===== src/rtl/ssp_pkg.sv =====
// ssp_pkg: definitions shared by the SSP receive, transmit and FIFO blocks.
package ssp_pkg;

   // Default frame/word width used across the SSP.
   localparam int unsigned SSP_DATA_W = 8;

   // Receive framing FSM states.
   typedef enum logic [1:0] {
      StIdle,
      StShift,
      StDone
   } ssp_rx_state_e;

endpackage


===== src/rtl/ssp_sync_edge.sv =====
// ssp_sync_edge: multi-flop synchroniser for one asynchronous line, with a
// one-cycle pulse on each synchronised rising edge.
module ssp_sync_edge #(
   parameter int unsigned SYNC_STAGES = 2
) (
   input  logic clk,
   input  logic clr_b,
   input  logic din,
   output logic dout,
   output logic rise
);

   logic [SYNC_STAGES-1:0] sync_q;
   logic                   prev_q;

   // Synchroniser chain plus one delay flop for edge detection.
   always_ff @(posedge clk) begin
      if (!clr_b) begin
         sync_q <= '0;
         prev_q <= 1'b0;
      end else begin
         sync_q <= {sync_q[SYNC_STAGES-2:0], din};
         prev_q <= sync_q[SYNC_STAGES-1];
      end
   end

   assign dout = sync_q[SYNC_STAGES-1];
   assign rise = sync_q[SYNC_STAGES-1] & ~prev_q;

endmodule


===== src/rtl/ssp_rx_shifter.sv =====
// ssp_rx_shifter: SSP receive front-end. Synchronises the external serial
// clock, frame sync and data into pclk, deserialises MSB-first TI-style
// frames and hands each word to the receive FIFO with a one-cycle strobe.
// Define SSP_RX_PARITY_EN to expect a trailing even-parity bit per frame
// and to add the sticky rx_parity_err output.
module ssp_rx_shifter
   import ssp_pkg::*;
#(
   parameter int unsigned DATA_W      = SSP_DATA_W,
   parameter int unsigned SYNC_STAGES = 2
) (
   input  logic              pclk,
   input  logic              clr_b,
   input  logic              sspclkin,
   input  logic              sspfssin,
   input  logic              ssprxd,
   input  logic              flag_full,
   output logic [DATA_W-1:0] rxdata,
   output logic              read_en,
   output logic              rx_busy,
   output logic              rx_overrun
`ifdef SSP_RX_PARITY_EN
   ,
   output logic              rx_parity_err
`endif
);

`ifdef SSP_RX_PARITY_EN
   localparam int unsigned FrameBits = DATA_W + 1;
`else
   localparam int unsigned FrameBits = DATA_W;
`endif
   localparam int unsigned     CntW    = $clog2(FrameBits);
   localparam logic [CntW-1:0] CntLast = CntW'(FrameBits - 1);

   logic sclk_rise, fss_s, rxd_s;
   logic sclk_s_unused, fss_rise_unused, rxd_rise_unused;

   ssp_sync_edge #(.SYNC_STAGES(SYNC_STAGES)) u_sync_sclk (
      .clk   (pclk),
      .clr_b (clr_b),
      .din   (sspclkin),
      .dout  (sclk_s_unused),
      .rise  (sclk_rise)
   );

   ssp_sync_edge #(.SYNC_STAGES(SYNC_STAGES)) u_sync_fss (
      .clk   (pclk),
      .clr_b (clr_b),
      .din   (sspfssin),
      .dout  (fss_s),
      .rise  (fss_rise_unused)
   );

   ssp_sync_edge #(.SYNC_STAGES(SYNC_STAGES)) u_sync_rxd (
      .clk   (pclk),
      .clr_b (clr_b),
      .din   (ssprxd),
      .dout  (rxd_s),
      .rise  (rxd_rise_unused)
   );

   ssp_rx_state_e     state_q, state_d;
   logic [CntW-1:0]   cnt_q, cnt_d;
   logic [DATA_W-1:0] shift_q, shift_d;
   logic [DATA_W-1:0] rxdata_q, rxdata_d;
   logic              rearm_q, rearm_d;
   logic              overrun_q, overrun_d;
`ifdef SSP_RX_PARITY_EN
   logic              par_q, par_d;
   logic              perr_q, perr_d;
`endif

   // State and datapath registers.
   always_ff @(posedge pclk) begin
      if (!clr_b) begin
         state_q   <= StIdle;
         cnt_q     <= '0;
         shift_q   <= '0;
         rxdata_q  <= '0;
         rearm_q   <= 1'b0;
         overrun_q <= 1'b0;
`ifdef SSP_RX_PARITY_EN
         par_q     <= 1'b0;
         perr_q    <= 1'b0;
`endif
      end else begin
         state_q   <= state_d;
         cnt_q     <= cnt_d;
         shift_q   <= shift_d;
         rxdata_q  <= rxdata_d;
         rearm_q   <= rearm_d;
         overrun_q <= overrun_d;
`ifdef SSP_RX_PARITY_EN
         par_q     <= par_d;
         perr_q    <= perr_d;
`endif
      end
   end

   // Framing FSM: next state, shifting, word delivery and error flags.
   always_comb begin
      state_d   = state_q;
      cnt_d     = cnt_q;
      shift_d   = shift_q;
      rxdata_d  = rxdata_q;
      rearm_d   = rearm_q;
      overrun_d = overrun_q;
      read_en   = 1'b0;
`ifdef SSP_RX_PARITY_EN
      par_d     = par_q;
      perr_d    = perr_q;
`endif
      unique case (state_q)
         StIdle: begin
            // The sync rise carries no data bit.
            if (sclk_rise && fss_s) begin
               state_d = StShift;
               cnt_d   = '0;
               rearm_d = 1'b0;
            end
         end
         StShift: begin
            if (sclk_rise) begin
               if (fss_s && (cnt_q != CntLast)) begin
                  // Early sync restarts the frame; partial word is dropped.
                  cnt_d = '0;
               end else begin
`ifdef SSP_RX_PARITY_EN
                  if (cnt_q == CntLast) begin
                     par_d = rxd_s;
                  end else begin
                     shift_d = {shift_q[DATA_W-2:0], rxd_s};
                  end
`else
                  shift_d = {shift_q[DATA_W-2:0], rxd_s};
`endif
                  if (cnt_q == CntLast) begin
                     state_d = StDone;
                     // Sync on the last bit chains straight into the next frame.
                     rearm_d = fss_s;
                  end else begin
                     cnt_d = cnt_q + 1'b1;
                  end
               end
            end
         end
         StDone: begin
`ifdef SSP_RX_PARITY_EN
            if (^{shift_q, par_q}) begin
               perr_d = 1'b1;
            end else if (flag_full) begin
               overrun_d = 1'b1;
            end else begin
               rxdata_d = shift_q;
               read_en  = 1'b1;
            end
`else
            if (flag_full) begin
               overrun_d = 1'b1;
            end else begin
               rxdata_d = shift_q;
               read_en  = 1'b1;
            end
`endif
            cnt_d   = '0;
            rearm_d = 1'b0;
            state_d = rearm_q ? StShift : StIdle;
         end
         default: state_d = StIdle;
      endcase
   end

   assign rxdata     = rxdata_q;
   assign rx_busy    = (state_q != StIdle);
   assign rx_overrun = overrun_q;
`ifdef SSP_RX_PARITY_EN
   assign rx_parity_err = perr_q;
`endif

endmodule


===== config.mk =====
export PLATFORM = sky130hd
export DESIGN_NAME = ssp_rx_shifter
export DESIGN_NICKNAME = d
export VERILOG_FILES = /design/src/rtl/ssp_pkg.sv /design/src/rtl/ssp_sync_edge.sv /design/src/rtl/ssp_rx_shifter.sv
export SDC_FILE = /design/constraint.sdc
export NUM_CORES = 1
export LEC_CHECK = 0
export BUFFER_PORTS_ARGS = -buffer_cell sky130_fd_sc_hd__buf_4
export CAP_MARGIN = 5
export CORE_MARGIN = 4
export CORE_UTILIZATION = 44
export CTS_CLUSTER_SIZE = 12
export DETAILED_ROUTE_END_ITERATION = 16
export PLACE_DENSITY = 0.76
export SYNTH_ARGS = -nofsm -noshare
export SYNTH_HDL_FRONTEND = slang
export SYNTH_SLANG_ARGS = --single-unit

===== constraint.sdc =====
create_clock -name pclk -period 1.36 [get_ports pclk]
set_input_delay 0.136 -clock pclk [delete_from_list [all_inputs] [get_ports pclk]]
set_output_delay 0.136 -clock pclk [all_outputs]
set_load 0.03 [all_outputs]

== Word level (Yosys, flattened, before mapping) ==
Index checks and enable logic that the tools add are counted.

* Add/subtract/negate cells: 1
* Equal/unequal tests: 9
* Multiplexer cells: 18
* Bitwise logic cells: 4
* Reduce and logical (&&, ||, !) cells: 11

{| class="wikitable"
|+ Operators with widths
! cell !! number
|-
| $mux W3 || 4
|-
| $pmux W3 S3 || 1
|-
| $mux W2 || 4
|-
| $ne A2 B2 Y1 const B || 4
|-
| $reduce_and A4 Y1 || 2
|-
| $mux W1 || 7
|-
| $ne A3 B3 Y1 const B || 2
|-
| $pmux W2 S3 || 1
|-
| $reduce_and A5 Y1 || 1
|-
| $reduce_and A2 Y1 || 2
|-
| $add A3 B1 Y3 const B || 1
|-
| $eq A3 B3 Y1 const B || 1
|-
| $not A1 Y1 || 3
|-
| $pmux W1 S3 || 1
|-
| $reduce_and A3 Y1 || 1
|-
| $reduce_bool A3 Y1 || 1
|-
| $eq A2 B1 Y1 const B || 1
|-
| $eq A2 B2 Y1 const B || 1
|-
| $logic_and A1 B1 Y1 || 2
|-
| $logic_not A2 Y1 || 1
|-
| $reduce_bool A2 Y1 || 1
|-
| $and A1 B1 Y1 || 1
|}

* Register bits: 30
* Input bits: 6
* Output and inout bits: 11
* Word-level logic and storage cells: 53

== Longest topological paths before layout ==
* Word-level depth: 5
* Depth in mapped cells: 6

== Hierarchy ==
Synthesis repeated with hierarchy kept, for this count alone.

* Cell total of the unflattened synthesis: 123
* Area total of the unflattened synthesis: 1,306.3 um^2

{| class="wikitable"
|+ By module, submodules not included
! module !! instances !! cells each !! area an instance (um^2) !! sequential area each (um^2)
|-
| ssp_rx_shifter || 1 || 102 || 1,028.5 || 460.4
|-
| ssp_sync_edge || 3 || 7 || 92.6 || 60.1
|}

== Least setup slack after synthesis ==
Ideal clock, no wire load.

* Path kind: reg-to-reg
* Start: register cnt_q[0]
* End: register shift_q[0]
* Library setup time: 0.128 ns
* Arrival: 1.283 ns
* Required time: 1.232 ns
* Setup slack: -0.051 ns
* Stages on the path, launching flop included: 7
* Buffers on the path: 0
* Clock period less this slack: 1.411 ns
* Cells stage by stage: dfxtp_1 ha_1 ha_1 nand2b_1 nand3_4 mux2i_1 nor2_1

* Word-level cells in the longest chain between the ends: 4

{| class="wikitable"
|+ Ends and longest elaborated chain
! item !! RTL line !! text
|-
| start, declared || ssp_rx_shifter.sv:64 || <nowiki>logic [CntW-1:0] cnt_q, cnt_d;</nowiki>
|-
| start signal, assigned || ssp_rx_shifter.sv:89 || <nowiki>cnt_q <= cnt_d;</nowiki>
|-
| $ne A3 B3 Y1 || ssp_rx_shifter.sv:125 || <nowiki>if (fss_s && (cnt_q != CntLast)) begin</nowiki>
|-
| $logic_and A1 B1 Y1 || ssp_rx_shifter.sv:125 ||
|-
| $not A1 Y1 (no line) || n/a ||
|-
| $reduce_and A3 Y1 (no line) || n/a ||
|-
| end signal, assigned || ssp_rx_shifter.sv:90 || <nowiki>shift_q <= shift_d;</nowiki>
|-
| end, declared || ssp_rx_shifter.sv:65 || <nowiki>logic [DATA_W-1:0] shift_q, shift_d;</nowiki>
|}

Every way passes these cells.
A chain may end at the register's enable or synchronous reset.

== Final worst setup path ==
* Start: register cnt_q[0]
* End: register shift_q[7]

Same word-level chain as after synthesis.

==> flow_summary.json <==
{
  "synth_xor_area_frac": 0,
  "fin_crit_ns": 1.359,
  "grt_overflow": 0,
  "muxShareOfSynthArea": 0.1631,
  "final_layout_size_suffix_gt1_frac": 0.3139,
  "powerDensity_nw_per_um2": 1013,
  "clockRootBuffer": "clkbuf_4",
  "fin_tns_setup_ns": 0,
  "worstPathMaxFanout": 8,
  "reg2reg_to": "shift_q[7]",
  "synth-compound-area-share": 0.05687,
  "track_usage": 0.1343,
  "power_mw": 1.496,
  "worst-slew-pin-transition_ns": 0.2460,
  "synth_simple_gate_area_share": 0.2242,
  "filler_cell_count": 218,
  "pwr-share-comb": 0.037,
  "via_count": 831,
  "min_from": "flag_full",
  "grt_pass1_vias": 793,
  "slew_headroom": 0.8360,
  "async_reset_ff_frac": 0,
  "whs_path_depth": 3,
  "hold_class": "primary input to flop",
  "path_class": "flop to flop",
  "rows": 18,
  "routed_wl_microns": 2002,
  "grt_max_degree": 18,
  "report.final.slew_viol_count": 0,
  "p_leak_nw": 0.6580,
  "clock_sinks": 30,
  "drtIter0Drc": 9,
  "clk-insertion-delay-late_ns": 0.33,
  "syn_inst": 109,
  "whs_endpoint": "rx_overrun",
  "dpl_cell_area_sq_um": 1334,
  "r2r-start": "cnt_q[0]",
  "vdd_drop_max_mv": 0.7843,
  "synth.avg_cell_area_sq_um": 10.70,
  "coreArea_sq_um": 2500,
  "worst_slack_ns": 0.001070,
  "die_h_microns": 59.48,
  "arrival_ns": 1.58,
  "ys_ff_latch": 30,
  "clockBufferDepth": 2,
  "final_cell_area_sq_um": 1476,
  "drt-vias-per-instance": 4.976,
  "area_growth_pct": 26.61,
  "utilization": 0.5906,
  "maxCapViolCount": 0,
  "synthAdderAreaFrac": 0.02146,
  "synth_edf_count": 0,
  "yosys_warnings": 0,
  "dpl_worst_slack_ns": -0.05556,
  "critPathCaptureType": "flop",
  "cts_max_level": 2,
  "ff2ff_path_depth": 6,
  "synth_fp_nets": 117,
  "skew_ns": 0.008490,
  "holdWs_ns": 0.1212,
  "max_freq_mhz": 735.9,
  "p_int_mw": 1.161,
  "port_buffers": 16,
  "wl_per_cell_microns": 11.99,
  "nNetsFinal": 144,
  "dieArea_sq_um": 3538,
  "ys.flop_type": "dfxtp_1",
  "firstDrtPassIters": 4,
  "ant_nets": 0,
  "initial_core_util": 0.4665,
  "critPathRequiredTime_ns": 1.58,
  "status": "finished, final reports clean",
  "rsz0062_at_grt": "true",
  "fp.dieW_microns": 59.48,
  "drc": 0,
  "grt_pass1_wl_microns": 3450,
  "power.switching_mw": 0.3351,
  "hold_viol_final": 0,
  "netlist_area_sq_um": 1166,
  "cts_buffers": 5,
  "setup_viol": 0,
  "synth_top_family_by_area": "simple AND/OR/NAND/NOR gates",
  "layoutNonFillerInstCount": 167,
  "diodes": 0,
  "place_congestion": 0.6588,
  "place_inst": 154,
  "antenna_found_initial": 0,
  "seqPwrFrac": 0.595,
  "p_clk_frac": 0.368,
  "cts_tree": "done",
  "yosysSeqAreaShare": 0.5150,
  "io_pins": 17,
  "synthDistinctLibCells": 29,
  "sw_frac_of_total": 0.2240,
  "clkSlewWorstSetupHoldPaths_ns": 0.10,
  "min_period_over_period": 0.9992,
  "cp-start-kind": "flop",
  "r2r_slack_ns": 0.001
}
## registers in the layout (all words and copies together), names as in the netlist
register            cells
u_sync_sclk.prev_q      1
shift_q                 8
rxdata                  8
u_sync_fss.sync_q       2
rearm_q                 1
state_q                 2
cnt_q                   3
u_sync_rxd.sync_q       2
rx_overrun              1
u_sync_sclk.sync_q      2
## cells in the final DEF, fill, tap and decap left out, drive strengths merged, types with 2 or more instances in the layout
master / n
nor2: 19
clkbuf: 6
clkinv: 2
o21ai: 2
nand2b: 3
ha: 2
dfxtp: 30
nand2: 7
buf: 20
dlygate4sd3: 3
nand3: 2
mux2i: 19
and2: 7
## cell usage after synthesis (2+ instances only)
cell type	instances	share of area
dfxtp_1	30	0.52
mux2i_1	19	0.16
nor2_1	18	0.058
and2_1	7	0.038
nand2_1	7	0.023
clkbuf_1	2	0.0064
ha_1	2	0.021
nand2b_1	2	0.011
o21ai_0	2	0.0086
## kinds of logic after synthesis
kind of cell               Yosys count
AOI/OAI and AO/OA                    9
muxes                               19
and+or+nand+nor                     44
adders and majority gates            2
buffers and inverters                5
DFF                                 30
## timing repair
action / CTS / global route
gates cloned: 0 / 0
hold endpoints to repair: 3 / 0
endpoints found under the setup margin: 15 / 9
resized for setup: 7 / 2
buffers inserted: 2 / 0
hold buffers: 3 / 0
pin swaps: 2 / 0
## critical path, stage by stage (launching register included)
cell and delay [ns]:
dfxtp_2 0.35, ha_4 0.16, ha_4 0.15, nand2b_4 0.14, nand3_4 0.16, mux2i_1 0.23
nor2_1 0.07
## per-layer routing
metal  track usage  part of all wire
met1        0.1513              0.45
met2        0.2028              0.47
met3       0.05447             0.049
met4       0.09709             0.029
met5             0                 0
## final cells by class
cell class / count / area [sq um] / share of cell area
Tap cell: 30 / 37.54 / 0.02542
Clock buffer: 6 / 51.30 / 0.03475
Timing Repair Buffer: 23 / 183.9 / 0.1246
Clock inverter: 2 / 12.51 / 0.008475
Inverter: 2 / 7.507 / 0.005085
Sequential cell: 30 / 608.1 / 0.4119
Multi-Input combinational cell: 74 / 575.6 / 0.3898
## power by group through the flow
stage               sequential [mW]  clock [mW]  combinational [mW]
floorplan                     0.911           0              0.0275
global placement              0.913           0              0.0465
detailed placement            0.913           0              0.0477
CTS                           0.892       0.577              0.0546
global route                  0.892       0.610              0.0596
finish                        0.890       0.551              0.0546
## worst max-delay path by stage
stage                     cells after the start  slack (ns)     start          to
after global routing                          6       -0.05  cnt_q[0]  shift_q[5]
after CTS                                     6       -0.01  cnt_q[0]  shift_q[7]
after global placement                        6        0.02  cnt_q[0]  shift_q[2]
after detailed placement                      6       -0.06  cnt_q[0]  shift_q[7]
final                                         6       0.001  cnt_q[0]  shift_q[7]
after floorplan                               6        0.04  cnt_q[0]  shift_q[0]
Note: power is estimated with default switching activity, not from simulation.
